**src/rtl/alu_exec_pkg.sv**
```systemverilog
// Shared encodings for the ALU execute sequencer: FSM states, instruction
// field positions, common ALU control words and the jump-condition helper.
package alu_exec_pkg;

   typedef enum logic [1:0] {
      ST_IDLE   = 2'd0,
      ST_MEM_RD = 2'd1,
      ST_EXEC   = 2'd2,
      ST_WB     = 2'd3
   } state_t;

   localparam int TYPE_B  = 15;
   localparam int YSEL_B  = 14;
   localparam int CTL_MSB = 13;
   localparam int CTL_LSB = 8;
   localparam int DST_A   = 7;
   localparam int DST_D   = 6;
   localparam int DST_M   = 5;
   localparam int JMP_LT  = 4;
   localparam int JMP_EQ  = 3;
   localparam int JMP_GT  = 2;

   localparam logic [5:0] CTL_ZERO      = 6'b101010;
   localparam logic [5:0] CTL_Y         = 6'b110000;
   localparam logic [5:0] CTL_X_MINUS_Y = 6'b010011;
   localparam logic [5:0] CTL_Y_PLUS1   = 6'b110111;

   // jmp is {lt, eq, gt}; gt means strictly positive (neither zero nor negative)
   function automatic logic jump_taken(input logic [2:0] jmp, input logic zr, input logic ng);
      return (jmp[2] & ng) | (jmp[1] & zr) | (jmp[0] & ~ng & ~zr);
   endfunction

endpackage

```
**src/rtl/alu_jump_eval.sv**
```systemverilog
// Combinational jump-condition evaluation from the {lt,eq,gt} jump bits
// and the zero/negative flags of the ALU result.
module alu_jump_eval
   import alu_exec_pkg::*;
(
   input  logic [2:0] jump,
   input  logic       zr,
   input  logic       ng,
   output logic       pc_cond
);

   assign pc_cond = jump_taken(jump, zr, ng);

endmodule

```
**src/rtl/alu_exec_ctrl.sv**
```systemverilog
// Execute sequencer around an external zx/nx/zy/ny/f/no ALU: IDLE -> [MEM_RD] -> EXEC -> WB.
// Optional MEM_TIMEOUT_EN bounds the MEM_RD wait to TMO_CYC+1 cycles and pulses err on expiry.
module alu_exec_ctrl
   import alu_exec_pkg::*;
#(
   parameter int DW      = 8,
   parameter int TMO_CYC = 15
) (
   input  logic          clk,
   input  logic          rst,
   input  logic          instr_valid,
   output logic          instr_ready,
   input  logic [15:0]   instr,
   output logic [DW-1:0] alu_x,
   output logic [DW-1:0] alu_y,
   output logic [5:0]    alu_ctl,
   input  logic [DW-1:0] alu_o,
   input  logic          alu_zr,
   input  logic          alu_ng,
   output logic [DW-1:0] mem_addr,
   output logic          mem_rd,
   input  logic          mem_rvalid,
   input  logic [DW-1:0] mem_rdata,
   output logic          mem_wr,
   output logic [DW-1:0] mem_wdata,
   output logic          pc_load,
   output logic [DW-1:0] pc_target,
   output logic          zr_q,
   output logic          ng_q,
   output logic          err
);

   state_t        r_state;
   state_t        w_next;
   logic [DW-1:0] r_a;
   logic [DW-1:0] r_d;
   logic [DW-1:0] r_m;
   logic [DW-1:0] r_res;
   logic          r_zr;
   logic          r_ng;
   logic          r_ysel;
   logic [5:0]    r_ctl;
   logic [2:0]    r_dest;
   logic [2:0]    r_jmp;
   logic          r_mem_rd;
   logic          r_mem_wr;
   logic          r_pc_load;
   logic          w_accept;
   logic          w_jump_ok;
   logic          w_tmo_hit;

`ifdef MEM_TIMEOUT_EN
   localparam logic [3:0] TMO_LIM = 4'(TMO_CYC);
   logic [3:0] r_tmo;
   logic       r_err;
   assign w_tmo_hit = (r_tmo == TMO_LIM);
   assign err       = r_err;
`else
   assign w_tmo_hit = 1'b0;
   assign err       = 1'b0;
`endif

   assign w_accept    = (r_state == ST_IDLE) & instr_valid;
   assign instr_ready = (r_state == ST_IDLE);
   assign alu_x       = r_d;
   assign alu_y       = r_ysel ? r_m : r_a;
   assign alu_ctl     = r_ctl;
   assign mem_addr    = r_a;
   assign mem_wdata   = r_res;
   assign pc_target   = r_a;
   assign mem_rd      = r_mem_rd;
   assign mem_wr      = r_mem_wr;
   assign pc_load     = r_pc_load;
   assign zr_q        = r_zr;
   assign ng_q        = r_ng;

   alu_jump_eval u_jump (
      .jump    (r_jmp),
      .zr      (alu_zr),
      .ng      (alu_ng),
      .pc_cond (w_jump_ok)
   );

   // FSM state register
   always_ff @(posedge clk or posedge rst) begin
      if (rst) begin
         r_state <= ST_IDLE;
      end else begin
         r_state <= w_next;
      end
   end

   // FSM next-state decode
   always_comb begin
      w_next = r_state;
      case (r_state)
         ST_IDLE: begin
            if (w_accept && instr[TYPE_B]) begin
               w_next = instr[YSEL_B] ? ST_MEM_RD : ST_EXEC;
            end else begin
               w_next = ST_IDLE;
            end
         end
         ST_MEM_RD: begin
            if (mem_rvalid) begin
               w_next = ST_EXEC;
            end else if (w_tmo_hit) begin
               w_next = ST_IDLE;
            end else begin
               w_next = ST_MEM_RD;
            end
         end
         ST_EXEC: w_next = ST_WB;
         ST_WB:   w_next = ST_IDLE;
         default: w_next = ST_IDLE;
      endcase
   end

   // Datapath registers and one-cycle strobes; strobes are armed one state early so they are registered
   always_ff @(posedge clk or posedge rst) begin
      if (rst) begin
         r_a       <= '0;
         r_d       <= '0;
         r_m       <= '0;
         r_res     <= '0;
         r_zr      <= 1'b0;
         r_ng      <= 1'b0;
         r_ysel    <= 1'b0;
         r_ctl     <= 6'b000000;
         r_dest    <= 3'b000;
         r_jmp     <= 3'b000;
         r_mem_rd  <= 1'b0;
         r_mem_wr  <= 1'b0;
         r_pc_load <= 1'b0;
`ifdef MEM_TIMEOUT_EN
         r_tmo     <= 4'd0;
         r_err     <= 1'b0;
`endif
      end else begin
         r_mem_rd  <= 1'b0;
         r_mem_wr  <= 1'b0;
         r_pc_load <= 1'b0;
`ifdef MEM_TIMEOUT_EN
         r_err     <= 1'b0;
`endif
         case (r_state)
            ST_IDLE: begin
               if (w_accept) begin
                  if (instr[TYPE_B]) begin
                     r_ysel   <= instr[YSEL_B];
                     r_ctl    <= instr[CTL_MSB:CTL_LSB];
                     r_dest   <= instr[DST_A:DST_M];
                     r_jmp    <= instr[JMP_LT:JMP_GT];
                     r_mem_rd <= instr[YSEL_B];
`ifdef MEM_TIMEOUT_EN
                     r_tmo    <= 4'd0;
`endif
                  end else begin
                     r_a <= instr[DW-1:0];
                  end
               end
            end
            ST_MEM_RD: begin
               if (mem_rvalid) begin
                  r_m <= mem_rdata;
`ifdef MEM_TIMEOUT_EN
               end else if (w_tmo_hit) begin
                  r_err <= 1'b1;
               end else begin
                  r_tmo <= r_tmo + 4'd1;
`endif
               end
            end
            ST_EXEC: begin
               r_res     <= alu_o;
               r_zr      <= alu_zr;
               r_ng      <= alu_ng;
               r_mem_wr  <= r_dest[0];
               r_pc_load <= w_jump_ok;
            end
            ST_WB: begin
               if (r_dest[2]) begin
                  r_a <= r_res;
               end
               if (r_dest[1]) begin
                  r_d <= r_res;
               end
            end
            default: begin
               r_a <= r_a;
            end
         endcase
      end
   end

endmodule

```
**config.mk**
```make
export PLATFORM = sky130hd
export DESIGN_NAME = alu_exec_ctrl
export DESIGN_NICKNAME = d
export VERILOG_FILES = /design/src/rtl/alu_exec_pkg.sv /design/src/rtl/alu_jump_eval.sv /design/src/rtl/alu_exec_ctrl.sv
export SDC_FILE = /design/constraint.sdc
export NUM_CORES = 1
export LEC_CHECK = 0
export ABC_AREA = 0
export ABC_CLOCK_PERIOD_IN_PS = 2700
export BUFFER_PORTS_ARGS = -buffer_cell sky130_fd_sc_hd__buf_2
export CAP_MARGIN = 20
export CORE_AREA = 2 2 79 81
export DETAILED_ROUTE_END_ITERATION = 7
export DIE_AREA = 0 0 81 83
export GPL_TIMING_DRIVEN = 0
export PLACE_DENSITY = 0.66
export SLEW_MARGIN = 10
export SYNTH_ARGS = -nofsm -noshare
export SYNTH_HDL_FRONTEND = slang
export SYNTH_HIERARCHICAL = 1
export SYNTH_SLANG_ARGS = --single-unit
export TNS_END_PERCENT = 5
```
**constraint.sdc**
```tcl
create_clock -name clk -period 2.7 [get_ports clk]
set_input_delay 0.27 -clock clk [delete_from_list [all_inputs] [get_ports clk]]
set_output_delay 0.27 -clock clk [all_outputs]
set_load 0.02 [all_outputs]
```
==> results_dict.tcl, run 1 <==
set metrics [dict create \
    status "complete, no violations" \
    dp_hpwl_um 3511 \
    skew_ns 0.01143 \
    ys_ff_latch 52 \
    die_area_mm2 0.006723 \
    rows 28 \
    critical-path-top-delay-family "buffers and inverters" \
    final_area_mm2 0.002899 \
    grt_max_degree 29 \
    syn-cell-area_mm2 0.002262 \
    area_growth_pct 28.15 \
    antenna_found_initial 0 \
    final_nets 290 \
    hold_viol 0 \
    power.leakage_nw 1.439 \
    worstPathRequired_ns 2.43 \
    synth_top_area_share_pct 57.52 \
    powerDensity_mw_per_mm2 1299 \
    seq_area_frac_synth_pct 57.52 \
    cts_max_level 2 \
    synth_most_common_cell "mux2_2" \
    ys.flop_type "dfrtp_1" \
    timing.critical_path.buf_inv 2 \
    via_per_inst 4.642 \
    crit_chain "clkbuf_1 > mux2_2 > buf_2" \
    min_path_type "in2async" \
    setup_viol 0 \
    overflow 0 \
    end_kind "primary output" \
    ioPinCount 91 \
    post-place-ws_ns 1.055 \
    die_w_um 81 \
    post_cts_resized 0 \
    routed_wl_um 4653 \
    yosysWarnings 6 \
    relSlewSlack_pct 60.02 \
    highest_layer "met4" \
    worst_pin_slew_ns 0.5977 \
    grt_pass1_vias 1598 \
    arrival_ns 1.57 \
    dp.cells 320 \
    post_cts_buffers 0 \
    finalWeightedCongestion 0.6643 \
    maxSlewViolCount 0 \
    cts-root-buf "clkbuf_8" \
    wl_met2_um 2046 \
    synth_edf_count 0 \
    rsz0062_at_grt "no" \
    num_vias 1518 \
    synthTopCellsByArea "dfrtp_1 (58%), mux2_2 (30%), buf_4 (3.0%)" \
    synth_async_sr_flop_share_pct 100.0 \
    fin_setup_tns_ns 0 \
    cpMaxStageDelayCell "mux2_2" \
    post-synth-top-area-cell "dfrtp_1" \
    drive_gt1_share_pct 69.44 \
    ir_drop_mv 0.6247 \
    syn_nets 193 \
    path_max_fanout 9 \
    synth.top_cells.by_count "mux2_2 (61), dfrtp_1 (52), buf_4 (9)" \
    tritoncts "yes" \
    detail-route-antenna-nets 0 \
    drc 0 \
    fill_cells 582 \
    start_util_pct 38.90 \
    stdcell_count 327 \
    max_clock_freq_ghz 0.5424 \
    cts_sinks 52 \
    cts_made_buffers 5 \
    initialDrtViolationCount 25 \
    insertion_delay_ns 0.31 \
    grt_pass1_wl_um 7721 \
    clock_path_buffers 2 \
    port_buffers 89 \
    ctsHoldBuffers 0 \
    crit_type "reg2out" \
    placed_area_mm2 0.002821 \
    syn-instance-count 155 \
    min_period_over_period_pct 68.29 \
    fin_crit_ns 1.844 \
    routedWlPerCell_um 14.23 \
    fin_ws_ns 0.8562 \
    grtUsageTotal_pct 15.13 \
    startpoint_type "register" \
    core_area_mm2 0.005816 \
    synth_area_per_cell_um2 14.59 \
    clk_pin_slew_ns 0.09 \
    antenna_cells 0 \
    first_pass_iters 2 \
    m1WireLength_um 2139 \
    max_stage_delay_ns 0.39 \
    die_h_um 83 \
    wl_met3_um 406 \
    drv_cap 0 \
    synth_cell_types 20 \
]
==> registers in the layout (all words and copies together), names as in the netlist, 2 cells and up <==
register	cells
mem_addr	8
r_state	2
r_dest	3
alu_x	8
mem_wdata	8
alu_ctl	6
r_m	8
r_jmp	3
==> through the flow <==
stage | total power [mW] | utilization, % | hold slack, ns
after floorplan | 2.778 | - | 0.3868
final | 3.766 | 49.85 | 0.002205
after global placement | 3.354 | 48.17 | 0.4709
after global routing | 4.035 | 49.85 | 0.03906
after detailed placement | 3.393 | 48.52 | 0.3503
after CTS | 3.820 | 49.85 | 0.01570
==> layer usage <==
layer / up-vias / GRT usage [%]
li1: 725 / -
met1: 725 / 20.21
met2: 62 / 22.99
met3: 6 / 5.326
met4: 0 / 4.622
met5: - / 0
==> final cells by class <==
cell class              count  area [um2]  share of cell area (%)
repair buffers             90       465.4                   16.06
flip-flops and latches     52        1301                   44.89
inverters                   6       22.52                  0.7769
clock inverters             1       5.005                  0.1726
plain buffers              15       108.9                   3.755
well taps                  75       93.84                   3.237
clock buffers               6       72.57                   2.503
multi-input cells          82       829.5                   28.61
==> cells by family after synthesis <==
logic type / share of synthesized area, %
other: 0.1658
muxes: 30.37
buffers and inverters: 5.807
AOI/OAI and AO/OA: 2.102
and+or+nand+nor: 4.038
DFF: 57.52
==> worst paths after layout <==
| check | startpoint | to | slack (ns) | cells past startpoint |
|---|---|---|---|---|
| worst max-delay path | r_ysel | alu_y[4] | 0.86 | 3 |
| worst min-delay path | rst | mem_rd | 0.002 | 2 |
| worst max register to register | r_state[1] | r_jmp[0] | 1.06 | 5 |
| worst min register to register | r_dest[0] | mem_wr | 0.49 | 2 |
| max in group asynchronous | rst | alu_x[0] | 2.16 | 3 |
| min in group clk | mem_rdata[0] | r_m[0] | 0.19 | 2 |
==> cells in the final DEF (no fill, tap or decap) <==
cell type / instances
a221o_1: 1
buf_12: 1
buf_2: 92
buf_4: 9
buf_6: 2
clkbuf_1: 2
clkbuf_8: 5
clkinv_2: 1
conb_1: 1
dfrtp_1: 52
inv_1: 5
inv_2: 1
mux2_2: 61
nand2_1: 2
nand2_2: 1
nand2b_1: 2
nand3_1: 4
nand3b_1: 1
nor2_1: 3
nor3b_1: 1
nor4bb_1: 1
o21ai_0: 2
o41ai_4: 1
or3b_2: 1
==> power breakdown <==
group	leakage (nW)	total [mW]	switching, mW	internal (mW)
logic	0.775	1.95	1.04	0.910
registers	0.623	1.40	0.232	1.17
clock network	0.0410	0.418	0.241	0.177
total	1.44	3.77	1.51	2.25
(Power assumes the default switching activity.)
==> run 2: changes to the inputs <==
ABC_CLOCK_PERIOD_IN_PS = 1770   (was 2700)
clock period = 1.77 ns   (was 2.7 ns; I/O delays follow)
==> run 2 against run 1 <==
Compared with the run above: worst hold slack gained 0.092 ns; die area stayed put; sequential cell count unchanged; power is 52% higher; clock skew about the same; cell area is 0.30% higher; core utilization rose by 0.15 points; first-iteration DRC count up 12%; wire length about the same; via count rose by 0.13%; largest power group unchanged; highest routed layer unchanged.
==> results_dict.tcl, run 2 (synthesis results as in run 1) <==
set metrics [dict create \
    antenna_found_initial 0 \
    die_h_um 83 \
    initialDrtViolationCount 28 \
    skew_ns 0.01146 \
    die_w_um 81 \
    total_power_mw 5.742 \
    max_clock_freq_ghz 0.6203 \
    cts_made_buffers 5 \
    hold_viol 0 \
    start_util_pct 38.90 \
    grt_pass1_vias 1599 \
    finalWeightedCongestion 0.6643 \
    max_stage_delay_ns 0.37 \
    final_area_mm2 0.002908 \
    cts_max_level 2 \
    drc 0 \
    clock_path_buffers 2 \
    num_vias 1520 \
    min_period_over_period_pct 91.09 \
    dp_hpwl_um 3511 \
    post_cts_buffers 0 \
    layout_common_cells "buf_2 (91), mux2_2 (61), dfrtp_1 (52)" \
    grt_pass1_wl_um 7734 \
    maxSlewViolCount 0 \
    relSlewSlack_pct 60.02 \
    detail-route-antenna-nets 0 \
    first_pass_iters 2 \
    fin_util_pct 50.00 \
    cts-root-buf "clkbuf_8" \
    die_area_mm2 0.006723 \
    cts_sinks 52 \
    core_area_mm2 0.005816 \
    crit_type "reg2reg" \
    area_growth_pct 28.54 \
    worst_pin_slew_ns 0.5977 \
    routedWlPerCell_um 14.24 \
    cpMaxStageDelayCell "dfrtp_1" \
    fin_crit_ns 1.612 \
    rsz0062_at_grt "no" \
    clk_pin_slew_ns 0.09 \
    grt_max_degree 29 \
    routed_wl_um 4657 \
    final_nets 290 \
    path_max_fanout 10 \
    drive_gt1_share_pct 69.44 \
    worstPathRequired_ns 1.96 \
    setup_viol 0 \
    arrival_ns 1.80 \
    insertion_delay_ns 0.30 \
    overflow 0 \
    end_kind "register" \
    ir_drop_mv 0.9529 \
    via_per_inst 4.648 \
    status "complete, no violations" \
    powerDensity_mw_per_mm2 1975 \
    regToRegStartpoint "r_state[1]" \
    crit_chain "buf_2 > nor4bb_1 > buf_4 > buf_6 > mux2_2" \
    power.leakage_nw 1.442 \
    antenna_cells 0 \
    placed_area_mm2 0.002821 \
    ioPinCount 91 \
    hold_start "mem_rdata[0]" \
    startpoint_type "register" \
    tritoncts "yes" \
    final_common_cell "buf_2" \
    grtUsageTotal_pct 15.15 \
    port_buffers 89 \
    rows 28 \
    min_path_type "in2reg" \
    cp-startpoint "r_state[1]" \
    drv_cap 0 \
]
run 2: final timing paths:
kind / to / slack [ns] / cells after the start
setup / recovery: r_jmp[0] / 0.16 / 5
hold / removal: r_m[0] / 0.09 / 2
setup reg to reg: r_jmp[0] / 0.16 / 5
hold reg to reg: mem_wr / 0.49 / 2
max in group asynchronous: alu_x[0] / 0.77 / 4
min in group asynchronous: mem_rd / 0.46 / 3
run 2: through the flow:
stage / cells / hold WS (ns) / setup TNS (ns) / worst slack (ns)
2_1_floorplan: 155 / 0.2938 / 0 / 0.2538
3_3_place_gp: 319 / 0.4083 / -20.35 / -0.3930
3_5_place_dp: 320 / 0.2573 / 0 / 0.1250
4_1_cts: 327 / 0.08680 / 0 / 0.1036
5_1_grt: 327 / 0.08448 / 0 / 0.03173
6_report: 327 / 0.09380 / 0 / 0.1578
run 2: repair_timing:
item	CTS	global route
endpoints found under the setup margin	8	5
hold buffers	1	0
hold endpoints to repair	24	0
gates resized for setup	0	2
run 2: area by class of cell:
cell class,instances,area (um2)
plain buffers,14,107.6
flip-flops and latches,52,1301
repair buffers,91,475.5
well taps,75,93.84
inverters,6,22.52
multi-input cells,82,829.5
fillers,579,2908
clock buffers,6,72.57
clock inverters,1,5.005
run 2: where the power goes:
group          internal (mW)  leakage (nW)  switching, mW  total (mW)
Clock                  0.270        0.0410          0.366       0.636
Sequential              1.78         0.623          0.388        2.17
Combinational           1.39         0.778           1.55        2.94
run 2: critical path: cells and delay by family, from the launching register on:
family | cells | cell delay, ns
mux | 1 | 0.34
simple gates | 1 | 0.26
buf+inv | 3 | 0.52
flops | 1 | 0.37
run 2: per-layer routing:
layer,vias to the layer above,track usage [%],wire length (um),share of wire (%)
li1,726,-,-,-
met1,726,20.28,2142,46
met2,62,22.99,2048,44
met3,6,5.326,404,8.7
met4,0,4.622,61,1.3
met5,-,0,0,0
==> run 3: changes to the inputs <==
CORE_AREA = 2 2 72 74   (was 2 2 79 81)
DIE_AREA = 0 0 74 76   (was 0 0 81 83)
PLACE_DENSITY = 0.78   (was 0.66)
==> run 3 against run 2 <==
Compared with the run above: core utilization rose by 9.7 points; wire length fell by 1.4%; first-iteration DRC count rose by 79%; sequential share of layout area fell by 0.36 points; combinational power barely moved; clock skew rose by 0.00058 ns; cell area rose by 0.82%; sequential power barely moved; register-to-register slack got worse by 0.02 ns; power rose by 3.1%; critical path depth fell by 1.
==> results_dict.tcl, run 3 (synthesis results as in run 1) <==
set metrics [dict create \
    die_w_um 74 \
    total_power_mw 5.919 \
    fin_crit_ns 1.629 \
    fin_setup_tns_ns 0 \
    layout_common_cells "buf_2 (91), mux2_2 (61), dfrtp_1 (52)" \
    first_pass_iters 4 \
    grt_pass1_wl_um 7376 \
    skew_ns 0.01204 \
    antenna_cells 0 \
    grtUsageTotal_pct 17.02 \
    end_kind "register" \
    min_period_over_period_pct 92.03 \
    cts-root-buf "clkbuf_8" \
    startpoint_type "register" \
    worstPathRequired_ns 1.95 \
    grt_pass1_vias 1552 \
    drive_gt1_share_pct 69.57 \
    cpMaxStageDelayCell "dfrtp_1" \
    cts_max_level 2 \
    cts_sinks 52 \
    fill_cells 404 \
    via_per_inst 4.728 \
    detail-route-antenna-nets 0 \
    relSlewSlack_pct 60.84 \
    clock_path_buffers 2 \
    drv_cap 0 \
    path_max_fanout 10 \
    insertion_delay_ns 0.30 \
    area_growth_pct 29.59 \
    port_buffers 89 \
    routedWlPerCell_um 14.21 \
    core_area_mm2 0.004912 \
    worst_pin_slew_ns 0.5854 \
    overflow 0 \
    crit_type "reg2reg" \
    rrSetupSlack_ns 0.14 \
    power.leakage_nw 1.456 \
    status "complete, no violations" \
    ir_drop_mv 1.178 \
    critPathMostFrequentCell "buf_2" \
    finalWeightedCongestion 0.7542 \
    maxSlewViolCount 0 \
    num_vias 1527 \
    placed_area_mm2 0.002815 \
    dp_hpwl_um 3438 \
    cts_made_buffers 5 \
    routed_wl_um 4591 \
    tritoncts "yes" \
    cp-startpoint "r_state[1]" \
    start_util_pct 46.05 \
    antenna_found_initial 0 \
    hold_viol 0 \
    crit_chain "buf_2 > nand2b_1 > buf_2 > mux2_2" \
    fin_ws_ns 0.1411 \
    max_stage_delay_ns 0.37 \
    grt_max_degree 28 \
    die_h_um 76 \
    post-place-ws_ns 0.1259 \
    max_clock_freq_ghz 0.6139 \
    initialDrtViolationCount 50 \
    final_nets 290 \
    drc 0 \
    clk_pin_slew_ns 0.10 \
    min_path_type "in2reg" \
    final_area_mm2 0.002932 \
    powerDensity_mw_per_mm2 2019 \
    rsz0062_at_grt "no" \
    reg2regPathDepth 4 \
    ioPinCount 91 \
    rows 26 \
    die_area_mm2 0.005624 \
    whs_ns 0.09638 \
    crit_end "mem_wdata[0]" \
    r2r_end "mem_wdata[0]" \
    regToRegStartpoint "r_state[1]" \
    arrival_ns 1.81 \
    setup_viol 0 \
    final_common_cell "buf_2" \
]
-- run 3: changes by cell type in the layout (fill, tap and decap cells not counted) --
| cell | delta |
|---|---|
| bufinv_16 | +1 |
-- run 3: through the flow --
step | instances | utilization [%]
floorplan | 155 | -
global placement | 314 | 56.90
detailed placement | 315 | 57.31
CTS | 323 | 59.63
global route | 323 | 59.68
finish | 323 | 59.68
-- run 3: report_power, final --
part	switching [mW]	internal, mW	total [mW]
Sequential	0.396	1.78	2.17
Clock	0.375	0.420	0.795
Combinational	1.56	1.39	2.95
-- run 3: critical path, delay by kind of cell (launching register included) --
kind          cells  cell delay (ns)
mux               1             0.37
flops             1             0.37
buf+inv           2             0.52
simple gates      1             0.24
-- run 3: how the worst min path moves through the flow --
| stage | from | endpoint | slack (ns) | cells after the start |
|---|---|---|---|---|
| 6_report | instr[10] | alu_ctl[2] | 0.1 | 2 |
| 5_1_grt | alu_o[7] | mem_wdata[7] | 0.08 | 2 |
| 4_1_cts | instr[5] | r_dest[0] | 0.09 | 3 |
| 3_5_place_dp | rst | alu_ctl[5] | 0.27 | 2 |
| 3_3_place_gp | mem_rdata[6] | r_m[6] | 0.41 | 2 |
| 2_1_floorplan | instr[5] | r_dest[0] | 0.29 | 2 |
-- run 3: layer usage --
layer,wire length [um],track usage [%],part of all wire (%)
met5,0,0,0
met4,8,3.091,0.17
met3,357,6.217,7.8
met2,2135,26.70,47
met1,2090,22.85,46
-- run 3: timing repair --
action	CTS	global route
setup endpoints to repair	1	5
resized for setup	0	2
cloned	0	0
hold endpoints to repair	25	0
hold buffers	1	0
setup buffers	0	0
pin swaps	0	0
-- run 3: layout make-up --
class	count	area, um2	area share, %
inverters	6	22.52	0.7682
clock inverters	2	35.03	1.195
multi-input cells	82	829.5	28.30
repair buffers	91	475.5	16.22
clock buffers	6	72.57	2.475
well taps	70	87.58	2.988
plain buffers	14	107.6	3.671
flip-flops and latches	52	1301	44.39
